## config.mk

```make
export PLATFORM = sky130hd
export DESIGN_NAME = uart_tx_mmio
export DESIGN_NICKNAME = d
export VERILOG_FILES = /design/src/rtl/uart_tx_mmio.sv
export SDC_FILE = /design/constraint.sdc
export NUM_CORES = 1
export LEC_CHECK = 0
export CAP_MARGIN = 30
export CORE_MARGIN = 1.5
export CORE_UTILIZATION = 40
export DETAILED_ROUTE_END_ITERATION = 7
export HOLD_SLACK_MARGIN = 0.15
export PLACE_DENSITY_LB_ADDON = 0.25
export SYNTH_ARGS = -nofsm -noshare
export SYNTH_HDL_FRONTEND = slang
export SYNTH_SLANG_ARGS = --single-unit
```

## constraint.sdc

```tcl
create_clock -name clk -period 4 [get_ports clk]
set_clock_uncertainty 0.2 [all_clocks]
set_input_delay 0.8 -clock clk [delete_from_list [all_inputs] [get_ports clk]]
set_output_delay 0.8 -clock clk [all_outputs]
set_load 0.02 [all_outputs]
```

## src/rtl/uart_tx_mmio.sv

```systemverilog
// Memory-mapped 8N1 UART transmitter: a 16-byte register window on the core bus,
// a TX FIFO and a serialiser with a programmable bit divider.
module uart_tx_mmio #(
   parameter logic [31:0] BASE_ADDR    = 32'h8000_0000,
   parameter int unsigned FIFO_DEPTH   = 16,
   parameter int unsigned CLKS_PER_BIT = 434
) (
   input  logic        clk,
   input  logic        resetn,
   input  logic [31:0] address,
   input  logic [31:0] wdata,
   input  logic        we,
   output logic [31:0] rdata,
   output logic        sel,
   output logic        tx
);

   localparam int unsigned PtrW = $clog2(FIFO_DEPTH);
   localparam logic [PtrW:0]   CountFull = (PtrW + 1)'(FIFO_DEPTH);
   localparam logic [PtrW:0]   CountOne  = (PtrW + 1)'(1);
   localparam logic [PtrW-1:0] PtrOne    = PtrW'(1);

   typedef enum logic [1:0] {StIdle, StStart, StData, StStop} state_e;

   state_e          state;
   logic [7:0]      fifo_mem [FIFO_DEPTH];
   logic [PtrW-1:0] wr_ptr;
   logic [PtrW-1:0] rd_ptr;
   logic [PtrW:0]   count;
   logic            overflow;
   logic [15:0]     bauddiv;
   logic [15:0]     div_l;
   logic [15:0]     timer;
   logic [2:0]      bit_idx;
   logic [7:0]      shift;

   logic        wr_en;
   logic        push;
   logic        push_ok;
   logic        pop;
   logic        status_wr;
   logic        baud_wr;
   logic        full;
   logic        empty;
   logic        busy;
   logic        bit_done;
   logic [7:0]  head;
   logic [15:0] div_next;
   logic [31:0] status;
   logic [31:0] reg_rdata;
   logic        unused_bits;

   assign sel       = (address[31:4] == BASE_ADDR[31:4]);
   assign wr_en     = we & sel;
   assign push      = wr_en & (address[3:2] == 2'd0);
   assign status_wr = wr_en & (address[3:2] == 2'd1);
   assign baud_wr   = wr_en & (address[3:2] == 2'd2);

   assign full     = (count == CountFull);
   assign empty    = (count == '0);
   assign busy     = (state != StIdle);
   assign push_ok  = push & ~full;
   assign bit_done = (timer == div_l - 16'd1);
   // Pop happens when leaving IDLE or at the end of a stop bit, so frames run back to back.
   assign pop      = ~empty & ((state == StIdle) | ((state == StStop) & bit_done));
   assign head     = fifo_mem[rd_ptr];
   assign div_next = (bauddiv == 16'd0) ? 16'd1 : bauddiv;

   assign unused_bits = ^{address[1:0], wdata[31:16]};

   always_ff @(posedge clk) begin
      if (push_ok) begin
         fifo_mem[wr_ptr] <= wdata[7:0];
      end
   end

   always_ff @(posedge clk or negedge resetn) begin
      if (!resetn) begin
         wr_ptr <= '0;
         rd_ptr <= '0;
         count  <= '0;
      end else begin
         if (push_ok) begin
            wr_ptr <= wr_ptr + PtrOne;
         end
         if (pop) begin
            rd_ptr <= rd_ptr + PtrOne;
         end
         if (push_ok && !pop) begin
            count <= count + CountOne;
         end else if (!push_ok && pop) begin
            count <= count - CountOne;
         end
      end
   end

   always_ff @(posedge clk or negedge resetn) begin
      if (!resetn) begin
         overflow <= 1'b0;
         bauddiv  <= 16'(CLKS_PER_BIT);
      end else begin
         // A dropped push outranks a software clear on the same edge.
         if (push && full) begin
            overflow <= 1'b1;
         end else if (status_wr && wdata[3]) begin
            overflow <= 1'b0;
         end
         if (baud_wr) begin
            bauddiv <= wdata[15:0];
         end
      end
   end

   always_ff @(posedge clk or negedge resetn) begin
      if (!resetn) begin
         state   <= StIdle;
         tx      <= 1'b1;
         timer   <= '0;
         div_l   <= 16'd1;
         bit_idx <= '0;
         shift   <= '0;
      end else begin
         unique case (state)
            StIdle: begin
               tx <= 1'b1;
               if (pop) begin
                  shift <= head;
                  div_l <= div_next;
                  timer <= '0;
                  tx    <= 1'b0;
                  state <= StStart;
               end
            end
            StStart: begin
               if (bit_done) begin
                  timer   <= '0;
                  tx      <= shift[0];
                  bit_idx <= '0;
                  state   <= StData;
               end else begin
                  timer <= timer + 16'd1;
               end
            end
            StData: begin
               if (bit_done) begin
                  timer <= '0;
                  if (bit_idx == 3'd7) begin
                     tx    <= 1'b1;
                     state <= StStop;
                  end else begin
                     shift   <= {1'b0, shift[7:1]};
                     tx      <= shift[1];
                     bit_idx <= bit_idx + 3'd1;
                  end
               end else begin
                  timer <= timer + 16'd1;
               end
            end
            StStop: begin
               if (bit_done) begin
                  timer <= '0;
                  if (pop) begin
                     shift <= head;
                     div_l <= div_next;
                     tx    <= 1'b0;
                     state <= StStart;
                  end else begin
                     state <= StIdle;
                  end
               end else begin
                  timer <= timer + 16'd1;
               end
            end
            default: state <= StIdle;
         endcase
      end
   end

   always_comb begin
      status                 = '0;
      status[0]              = full;
      status[1]              = empty;
      status[2]              = busy;
      status[3]              = overflow;
      status[8 +: PtrW + 1]  = count;

      reg_rdata = '0;
      case (address[3:2])
         2'd1:    reg_rdata = status;
         2'd2:    reg_rdata = {16'd0, bauddiv};
         default: reg_rdata = '0;
      endcase

      rdata = sel ? reg_rdata : '0;
   end

endmodule

```

# Word-level counts from Yosys, hierarchy flattened
# Memory sizes are Yosys's and may differ from the RTL's.
# Cells that the tools add are included.
# totals
output_inout_bits,34
latch_bits,0
ff_bits,76
n_memories,1
mem_bits_ro,0
in_bits,67
ram_bits,128
# classes
magnitude_cmp,0
bitwise,10
n_mul,0
div,0
shifts,0
n_eq_ne,16
mux,38
reduce_logical,22
n_addsub,7
# mem_list
memory,depth,width,rd,rd_clocked_by_memory_dff,write_ports,line,text
fifo_mem,16,8,1,0,1,26,logic [7:0] fifo_mem [FIFO_DEPTH];
# op_table
operator,count
$pmux W16 S2,3
$mux W16,5
$mux W32,1
$mux W8,4
$eq A28 B28 Y1 const B,1
$pmux W8 S3,1
$add A16 B1 Y16 const B,1
$eq A16 B16 Y1,1
$logic_not A16 Y1,1
$sub A16 B1 Y16 const B,1
$ne A2 B2 Y1 const B,7
$reduce_and A4 Y1,3
$mux W1,11
$mux W2,5
$mux W5,2
$reduce_bool A2 Y1,5
$mux W3,3
$add A4 B1 Y4 const B,2
$pmux W2 S4,1
$and A1 B1 Y1,7
$eq A2 B2 Y1 const B,3
$pmux W3 S2,1
$add A5 B1 Y5 const B,1
$eq A5 B5 Y1 const B,1
other kinds (15),22

# Logic depth before layout (Yosys ltp)
# Gate-level depths: netlist of the first run.
# depth
word_depth,8
ltp_mapped,19
depth_no_buf,18

# Worst setup path before layout of the first run
# No wires, ideal clock.
# synth_path
path_type,flip-flop to flip-flop
from,register div_l[1]
to,register count[4]
arrival_ps,3948
slack_ps,-274
stages_incl_launch_ff,20
path_cell_list,dfrtp_1 inv_1 ha_1 or4b_1 clkbuf_2 or4_1 o211ai_2 o211ai_1 a22oi_4 a31oi_1 nor2_1 inv_1 ha_1 inv_1 ha_1 a21o_1 a21oi_1 xnor2_1 nor2_1 xor2_1
# synth_via
elab_chain_len,8
word_cells_on_any_way,10
classes_between,add/sub: 1; eq/ne: 1; mux: 1; bitwise: 3; reduce/logical: 4
# synth_lines
item,line,text
start: declaration,32,logic [15:0] div_l;
start signal: assignment,128,div_l <= div_next;
start signal: assignment,164,div_l <= div_next;
$sub A16 B1 Y16 (*),63,assign bit_done = (timer == div_l - 16'd1);
$eq A16 B16 Y1 (*),63,
$and A1 B1 Y1 (*),65,assign pop = ~empty & ((state == StIdle) | ((state == StStop) & bit_done));
$or A1 B1 Y1 (*),65,
$and A1 B1 Y1 (*),65,
$logic_not A1 Y1,89,if (push_ok && !pop) begin
$logic_and A1 B1 Y1,89,
$mux W5 / $reduce_bool A2 Y1 (equally long branches),--,
end signal: assignment,90,count <= count + CountOne;
end signal: assignment,92,count <= count - CountOne;
end: declaration,29,logic [PtrW:0] count;
# Mark *: on every way between the ends. The rest lies on a longest branch, timed or not.
# A chain may end at the register's enable or synchronous reset.

# Final worst setup path of the first run
# Ends and elaborated chain as after synthesis.

==> results of run 1 <==
## area by class of cell
type / count / share of cell area [%]
flip-flops and latches: 204 / 48.6
multi-input cells: 403 / 31.3
repair buffers: 120 / 9.33
clock buffers: 28 / 5.01
well taps: 319 / 3.37
clock inverters: 12 / 1.59
inverters: 24 / 0.781
## where the power goes
group	internal, µW	switching (µW)	leakage [µW]
Sequential	2270	31.0	0.00213
Combinational	232	223	0.00199
Clock	1320	824	0.000378
## final timing paths
path | slack (ns) | cells past startpoint | from | end
min | 0.31 | 1 | shift[4] | shift[4]
max reg2reg | 0.007 | 18 | div_l[1] | count[4]
max in group asynchronous | 2.55 | 3 | resetn | bauddiv[8]
min reg2reg | 0.31 | 1 | shift[4] | shift[4]
max | 0.007 | 18 | div_l[1] | count[4]
min in group asynchronous | 0.46 | 2 | resetn | shift[3]
## through the flow
step / cells / hold WS, ns / utilization, % / cell area, µm²
6_report: 1110 / 0.306 / 50.3 / 11800
5_1_grt: 1110 / 0.313 / 50.3 / 11800
4_1_cts: 1106 / 0.283 / 49.9 / 11800
3_5_place_dp: 1065 / 0.292 / 46.4 / 10900
3_3_place_gp: 1065 / 0.285 / 46.4 / 10900
2_1_floorplan: 676 / 0.270 / - / 9730
## cell usage in the layout, fill, tap and decap left out, types with 3 or more instances in the layout
master	netlist	final
ha_4	0	3
nand4_1	4	4
a22o_1	4	4
inv_1	24	22
nor2b_1	4	4
clkdlybuf4s50_1	0	65
dfstp_2	7	7
clkinv_2	0	3
mux2_2	41	41
ha_1	22	18
nand2b_1	4	4
a22oi_1	8	8
a21oi_2	0	3
nor4_1	14	14
nor2_1	34	31
mux2_1	10	10
mux2i_1	10	10
nand3_1	11	11
nor3b_1	3	3
and3_1	18	18
o22ai_1	3	3
a21oi_1	19	16
o21ai_0	13	12
mux4_2	40	40
o2bb2ai_1	3	3
edfxtp_1	128	128
clkbuf_1	17	4
clkbuf_16	0	22
a31oi_1	4	3
dfrtp_1	69	68
nand2_1	31	30
xnor2_1	18	18
buf_4	16	51
conb_1	1	16
bufinv_16	0	4
nor3_1	12	11
xor2_1	15	15
## routing by layer
layer	vias up	global-route usage [%]
met3	37	2.44
met1	2965	22.7
met2	117	28.9
met4	0	4.32
li1	2717	-
met5	-	0
## cells by family after synthesis
| kind of cell | synth area share (%) |
|---|---|
| flip-flops | 59.8 |
| buffers and inverters | 3.42 |
| other | 0.0390 |
| adder cells (fa/ha/maj) | 3.07 |
| AND/OR/NAND/NOR | 8.33 |
| XOR/XNOR | 3.00 |
| multiplexers | 16.4 |
| AO/OA/AOI/OAI | 6.00 |
## repair_timing
| item | in CTS | in global routing |
|---|---|---|
| hold buffers | 0 | 1 |
| pin swaps | 7 | 13 |
| hold endpoints to repair | 0 | 5 |
| endpoints found under the setup margin | 2 | 11 |
| gates resized for setup | 9 | 10 |
| setup buffers | 1 | 2 |
## sequential cells by signal, summed over array words and instances (netlist names), 2 cells and up
| register | flops |
|---|---|
| div_l | 16 |
| count | 5 |
| shift | 8 |
| bit_idx | 3 |
| timer | 16 |
| rd_ptr | 4 |
| state | 2 |
| wr_ptr | 4 |
| fifo_mem | 128 |
| bauddiv | 16 |
==> results.yml, run 1 <==
outcome:
  outcome: "finished, final reports clean"
global_routing:
  grt_pass1_wl_um: 32900
  overflow: 0
  grt_pass1_vias: 6139
  grt_max_degree: 77
  antenna_found_initial: 0
  grt_util_all_layers_pct: 16.9
yosys:
  ys_ff_latch: 204
  ys_warn_count: 0
  ys.flop_type: "edfxtp_1"
  yosysSeqAreaShare_pct: 59.8
  syn_area_per_cell_um2: 14.6
  syn_inst: 661
  synth_area_leaders: "edfxtp_1, dfrtp_1, mux4_2"
  netlist.area_leader.share_pct: 39.9
  synth_top_area_cell: "edfxtp_1"
  netlist_area_um2: 9630
  synth_commonest_cells: "edfxtp_1, dfrtp_1, mux2_2"
  synthMostInstantiatedCell: "edfxtp_1"
  synthArstFlopShare_pct: 37.3
  synth_edf_count: 128
  synth.distinct_cells: 64
worst_setup_path:
  worstSetupPathType: "register to register"
  crit_top_cell: "ha_4"
  cp-end-kind: "register"
  crit_path_max_fanout: 4
  cp_slowest_cell: "or4_4"
  arrival_ns: 4.18
  path_cells: "inv_1 -> ha_2 -> or4b_4 -> or4_4 -> o211ai_2 -> o211ai_1 -> a22oi_4 -> a31oi_4 -> nor2_4 -> inv_2 -> ha_4 -> inv_4 -> ha_4 -> a21o_1 -> a21oi_2 -> xnor2_1 -> nor2_1 -> xor2_1"
  cp_top_family: "simple AND/OR/NAND/NOR gates"
  worst-path-buf-inv: 3
  cpPeakStageDelay_ns: 0.50
  critPathLaunchType: "register"
  required_ns: 4.19
sta:
  finalSetupViolations: 0
  post-route-min-period_ns: 3.99
  worst_slew_pin_slew_ns: 0.744
  rsz0062_at_grt: "yes"
  relSlewSlack_pct: 50.2
  finalHoldViolCount: 0
  fmax_mhz: 250
  slew_viol_final: 0
  fin_crit_sh_pct: 99.8
  tns_ns: 0
  fin_ws_ns: 0.00678
route:
  ant_nets: 0
  met1_length_um: 9070
  drc: 0
  wl_per_cell_um: 18.6
  first_iter_violations: 384
  wl_um: 20600
  route.met3.wl_um: 761
  num_vias: 5836
  dr.pass1.iters: 5
  via_per_inst: 5.26
  route.met2.wl_um: 10300
  top_layer: "met4"
clock_network:
  cts-htree-levels: 1
  clock_path_buffers: 3
  cts.reportedPaths.clkPinSlew_ns: 0.06
  cts_made_buffers: 22
  cts-root-buf: "clkbuf_16"
  clkLatencyLatePin_ns: 0.51
  cts_tree: "built"
  cts_sinks: 204
final_layout:
  diodes: 0
  seq_area_um2: 5760
  multi_input_area_um2: 3710
  nFillCells: 2020
  synthToLayoutAreaGrowth_pct: 23.1
  drive_above_1_share_pct: 26.2
  fin_nets: 865
floorplanning:
  io_pins: 101
  die_y_um: 158
  core_um2: 23500
  start_util_pct: 40.9
  num_rows: 56
  die_w_um: 158
  dieArea_um2: 25000
job:
  maxCapViolCount: 0
power:
  power_density_nw_per_um2: 413
  max-vdd-ir-drop_v: 0.000404
  p_leak_uw: 0.00450
  finalPower_uw: 4900
placement:
  dp_hpwl_um: 14500
  dp_worst_setup_slack_ns: -0.145
  portBuffers: 66
  routabilityCongestion: 0.840
worst_hold_path:
  min_path_type: "register to register"
(Power assumes the default switching activity.)
==> inputs of run 2 (changes only) <==
--- a/config.mk
+++ b/config.mk
@@ -6,7 +6,7 @@
 export NUM_CORES = 1
 export LEC_CHECK = 0
 export CAP_MARGIN = 30
-export CORE_MARGIN = 1.5
+export CORE_MARGIN = 10
 export CORE_UTILIZATION = 40
 export DETAILED_ROUTE_END_ITERATION = 7
 export HOLD_SLACK_MARGIN = 0.15
==> results.yml, run 2 (synthesis gave the netlist of run 1 again) <==
route:
  via_per_inst: 5.25
  wl_um: 20700
  num_vias: 5832
  first_iter_violations: 352
  wl_per_cell_um: 18.6
  dr.pass1.iters: 4
  ant_nets: 0
  drc: 0
worst_hold_path:
  worstHoldPathCells: 1
  worstHoldStart: "shift[4]"
  min_path_type: "register to register"
  worstHoldEndpoint: "shift[4]"
worst_setup_path:
  critPathLaunchType: "register"
  cp-end-kind: "register"
  arrival_ns: 4.11
  crit_path_max_fanout: 4
  r2r_cells: 18
  r2r_start: "div_l[0]"
  r2r_setup_slack_ns: 0.08
  timing.rr.end: "count[4]"
  worstSetupPathType: "register to register"
  required_ns: 4.19
floorplanning:
  io_pins: 101
  start_util_pct: 40.9
  num_rows: 56
  core_um2: 23500
  die_w_um: 175
  die_y_um: 175
  dieArea_um2: 30700
sta:
  fin_ws_ns: 0.0823
  fin_crit_sh_pct: 97.9
  worst_slew_pin_slew_ns: 0.694
  fmax_mhz: 255
  relSlewSlack_pct: 53.6
  slew_viol_final: 0
  finalSetupViolations: 0
  post-route-min-period_ns: 3.92
  rsz0062_at_grt: "yes"
  finalHoldViolCount: 0
global_routing:
  antenna_found_initial: 0
  grt_max_degree: 77
  grt_pass1_wl_um: 33400
  met2_usage_pct: 23.7
  met1_usage_pct: 16.6
  overflow: 0
  grt_util_all_layers_pct: 13.4
  top_usage_layer: "met2"
  met3_usage_pct: 2.46
  grt_pass1_vias: 6111
outcome:
  outcome: "finished, final reports clean"
clock_network:
  clkLatencyLatePin_ns: 0.51
  cts_tree: "built"
  cts-htree-levels: 1
  clock_path_buffers: 3
  cts_sinks: 204
  cts-root-buf: "clkbuf_16"
  cts_made_buffers: 22
  cts.reportedPaths.clkPinSlew_ns: 0.06
final_layout:
  top_register: "fifo_mem"
  final_common_cell: "edfxtp_1"
  synthToLayoutAreaGrowth_pct: 22.7
  final_cell_mix: "edfxtp_1, dfrtp_1, clkdlybuf4s50_1, buf_4, mux2_2"
  diodes: 0
  fin_nets: 866
  fin_cells: 1111
  largest_register_ffs: 128
  final_util_pct: 50.2
  drive_above_1_share_pct: 26.0
placement:
  dp_worst_setup_slack_ns: -0.137
  dp_cells: 1064
  routabilityCongestion: 0.853
  portBuffers: 66
  dp_hpwl_um: 14900
job:
  maxCapViolCount: 0
power:
  p_leak_uw: 0.00450
  max-vdd-ir-drop_v: 0.000308
  power_density_nw_per_um2: 407
run 2: cell types whose count changed in the layout (fill, tap and decap cells not counted), moves of 2 or more:
cell / before / now
clkinv_2: 3 / 5
clkbuf_1: 4 / 2
buf_6: 0 / 3
clkinv_4: 0 / 3
run 2: worst max-delay path, stage by stage (launching register included):
cell	delay, ns
dfstp_2	0.37
inv_1	0.07
ha_2	0.17
or4b_4	0.47
or4_4	0.49
o211ai_2	0.15
o211ai_1	0.16
a22oi_4	0.28
a31oi_4	0.14
nor2_4	0.19
inv_2	0.06
ha_4	0.17
inv_6	0.07
ha_4	0.20
a21o_1	0.16
a21oi_2	0.14
xnor2_1	0.13
nor2_1	0.06
xor2_1	0.13
run 2: per-layer routing:
| layer | up-vias | part of all wire [%] |
|---|---|---|
| met5 | - | 0 |
| li1 | 2722 | - |
| met4 | 0 | 1.7 |
| met2 | 121 | 53 |
| met3 | 28 | 3.8 |
| met1 | 2961 | 42 |
run 2: final cells by class:
type / instances / area, µm²
Fill cell: 1996 / 11700
Sequential cell: 204 / 5760
Multi-Input combinational cell: 403 / 3690
Timing Repair Buffer: 121 / 1120
Clock buffer: 25 / 572
Tap cell: 319 / 399
Clock inverter: 15 / 183
Inverter: 24 / 95.1
run 2: worst max path at each step:
stage / slack, ns / from / end
floorplan: -0.11 / div_l[1] / count[4]
CTS: 0.004 / div_l[0] / count[4]
detailed placement: -0.14 / div_l[0] / count[3]
finish: 0.08 / div_l[0] / count[4]
global route: -0.1 / div_l[1] / count[4]
global placement: -0.05 / div_l[0] / count[4]
run 2: where the power goes:
part / internal, µW / switching, µW / leakage (µW)
clock network: 1230 / 822 / 0.000371
registers: 2270 / 24.1 / 0.00213
logic: 231 / 228 / 0.00200
total: 3730 / 1070 / 0.00450
run 2: through the flow:
stage          hold WS (ns)  power (µW)  TNS (ns)  cell area (µm²)
4_1_cts               0.288        4860         0            11800
6_report              0.303        4810         0            11800
3_5_place_dp          0.294        2790    -0.241            10900
5_1_grt               0.319        5010    -0.121            11800
2_1_floorplan         0.270        2630    -0.181             9730
3_3_place_gp          0.285        2770   -0.0499            10900
run 2: timing repair:
item                                    CTS  global route
pin swaps                                10            14
endpoints found under the setup margin    2            16
resized for setup                        12             6
hold buffers                              0             1
setup buffers                             4             1
endpoints found under the hold margin     0             9
gates cloned                              0             0
==> inputs of run 3 (changes only) <==
==> constraint.sdc (replaced) <==
create_clock -name clk -period 3.7 [get_ports clk]
set_clock_uncertainty 0.2 [all_clocks]
set_input_delay 0.74 -clock clk [delete_from_list [all_inputs] [get_ports clk]]
set_output_delay 0.74 -clock clk [all_outputs]
set_load 0.02 [all_outputs]
==> results.yml, run 3 (synthesis gave the netlist of run 1 again) <==
outcome:
  outcome: "finished, violations left"
  violations: "setup timing"
final_layout:
  final_util_pct: 50.0
  largest_register_ffs: 128
  diodes: 0
  final_cell_mix: "edfxtp_1, dfrtp_1, buf_4, clkdlybuf4s50_1, mux2_2"
  drive_above_1_share_pct: 26.5
  top_register: "fifo_mem"
  fin_cells: 1116
  synthToLayoutAreaGrowth_pct: 22.2
  fin_nets: 872
  final_common_cell: "edfxtp_1"
worst_setup_path:
  worst-path-buf-inv: 4
  r2r_cells: 19
  required_ns: 3.89
  path_cells: "inv_1 -> ha_2 -> or4b_4 -> buf_6 -> a211o_1 -> a21oi_2 -> nor2_1 -> a2111oi_4 -> a31oi_4 -> nor2_4 -> inv_2 -> ha_4 -> inv_6 -> ha_4 -> a21o_1 -> a21oi_2 -> xnor2_1 -> nor2_1 -> xor2_1"
  critPathLaunchType: "register"
  cp_slowest_cell: "or4b_4"
  cpPeakStageDelay_ns: 0.47
  arrival_ns: 4.08
  worstSetupPathType: "register to register"
  r2r_start: "div_l[1]"
  timing.rr.end: "count[4]"
  cp-end-kind: "register"
  crit_path_max_fanout: 7
  r2r_setup_slack_ns: -0.19
  cp_top_family: "compound AO/OA/AOI/OAI gates"
sta:
  post-route-min-period_ns: 3.89
  finalSetupViolations: 3
  fmax_mhz: 257
  fin_ws_ns: -0.191
  rsz0062_at_grt: "yes"
  relSlewSlack_pct: 53.4
  fin_crit_sh_pct: 105
  holdWs_ns: 0.304
  worst_slew_pin_slew_ns: 0.699
  slew_viol_final: 0
  finalHoldViolCount: 0
global_routing:
  grt_pass1_vias: 6179
  grt_util_all_layers_pct: 14.0
  antenna_found_initial: 0
  grt_pass1_wl_um: 34700
  grt_max_degree: 36
  overflow: 0
worst_hold_path:
  worstHoldPathCells: 1
  worstHoldEndpoint: "shift[2]"
  worstHoldStart: "shift[2]"
  min_path_type: "register to register"
placement:
  dp_cells: 1073
  portBuffers: 66
  routabilityCongestion: 0.821
  dp_hpwl_um: 15500
route:
  drc: 0
  first_iter_violations: 333
  num_vias: 5874
  dr.pass1.iters: 5
  ant_nets: 0
  wl_per_cell_um: 19.4
  wl_um: 21600
  via_per_inst: 5.26
floorplanning:
  core_um2: 23500
  dieArea_um2: 30700
  die_y_um: 175
  die_w_um: 175
  io_pins: 101
  start_util_pct: 40.9
  num_rows: 56
power:
  power.internal_uw: 3840
  combPwrFrac_pct: 10.2
  clkPwrFrac_pct: 40.0
  p_sw_uw: 1140
  netSwitchingFraction_pct: 22.9
  p_leak_uw: 0.00458
  power_density_nw_per_um2: 423
  seqPwrFrac_pct: 49.8
  finalPower_uw: 4980
  max-vdd-ir-drop_v: 0.000395
clock_network:
  cts_tree: "built"
  cts_made_buffers: 22
  clkLatencyLatePin_ns: 0.52
  clock_path_buffers: 3
  cts.reportedPaths.clkPinSlew_ns: 0.06
  cts-root-buf: "clkbuf_16"
  cts_sinks: 204
  cts-htree-levels: 1
job:
  maxCapViolCount: 0
[run 3: cell count changes in the layout (fill, tap and decap cells not counted), sizes merged]
cell	change
clkinv	-4
dlymetal6s2s	+2
clkdlybuf4s50	-16
dlygate4sd2	+14
buf	+6
bufinv	-3
clkbuf	+6
[run 3: metrics by stage]
stage | instance area (µm²) | setup TNS, ns | setup slack, ns
2_1_floorplan | 9760 | -0.956 | -0.409
3_3_place_gp | 11000 | -1.22 | -0.263
3_5_place_dp | 11000 | -2.27 | -0.334
4_1_cts | 11700 | -0.261 | -0.162
5_1_grt | 11800 | -0.751 | -0.348
6_report | 11800 | -0.335 | -0.191
[run 3: power groups by stage]
stage	clock network, µW	logic [µW]	registers [µW]
2_1_floorplan	0	338	2510
3_3_place_gp	0	483	2520
3_5_place_dp	0	503	2520
4_1_cts	2040	509	2480
5_1_grt	2140	553	2480
6_report	1990	507	2480
[run 3: layer usage]
metal	share of wire [%]	vias to the layer above	track usage (%)
met2	51	112	24.4
met1	44	3008	17.8
met4	1.7	0	3.21
met3	3.7	25	2.37
li1	-	2729	-
met5	0	-	0
[run 3: how the worst max path moves through the flow]
stage,from,end,cells past startpoint
floorplan,div_l[1],count[4],19
global placement,div_l[0],count[4],18
detailed placement,div_l[0],count[4],19
CTS,div_l[1],count[4],18
global route,div_l[1],count[4],19
finish,div_l[1],count[4],19
[run 3: cell type report]
| cell class | count | area [µm²] |
|---|---|---|
| Clock inverter | 8 | 63.8 |
| Timing Repair Buffer | 127 | 1140 |
| Sequential cell | 204 | 5760 |
| Tap cell | 319 | 399 |
| Multi-Input combinational cell | 403 | 3720 |
| Fill cell | 2010 | 11800 |
| Clock buffer | 31 | 594 |
| Inverter | 24 | 95.1 |
[run 3: repair_timing]
action,CTS,global route
hold buffers,1,0
resized for setup,29,5
buffers inserted,1,2
endpoints found under the setup margin,20,14
hold endpoints to repair,30,0
pin swaps,14,10
[run 3: worst reg2reg max path, stage by stage (launching register included)]
cell and delay [ns]:
dfrtp_1 0.38, inv_1 0.06, ha_2 0.16, or4b_4 0.47, buf_6 0.16, a211o_1 0.24, a21oi_2 0.13, nor2_1 0.08
a2111oi_4 0.42, a31oi_4 0.17, nor2_4 0.17, inv_2 0.06, ha_4 0.17, inv_6 0.07, ha_4 0.20, a21o_1 0.16
a21oi_2 0.13, xnor2_1 0.13, nor2_1 0.08, xor2_1 0.14
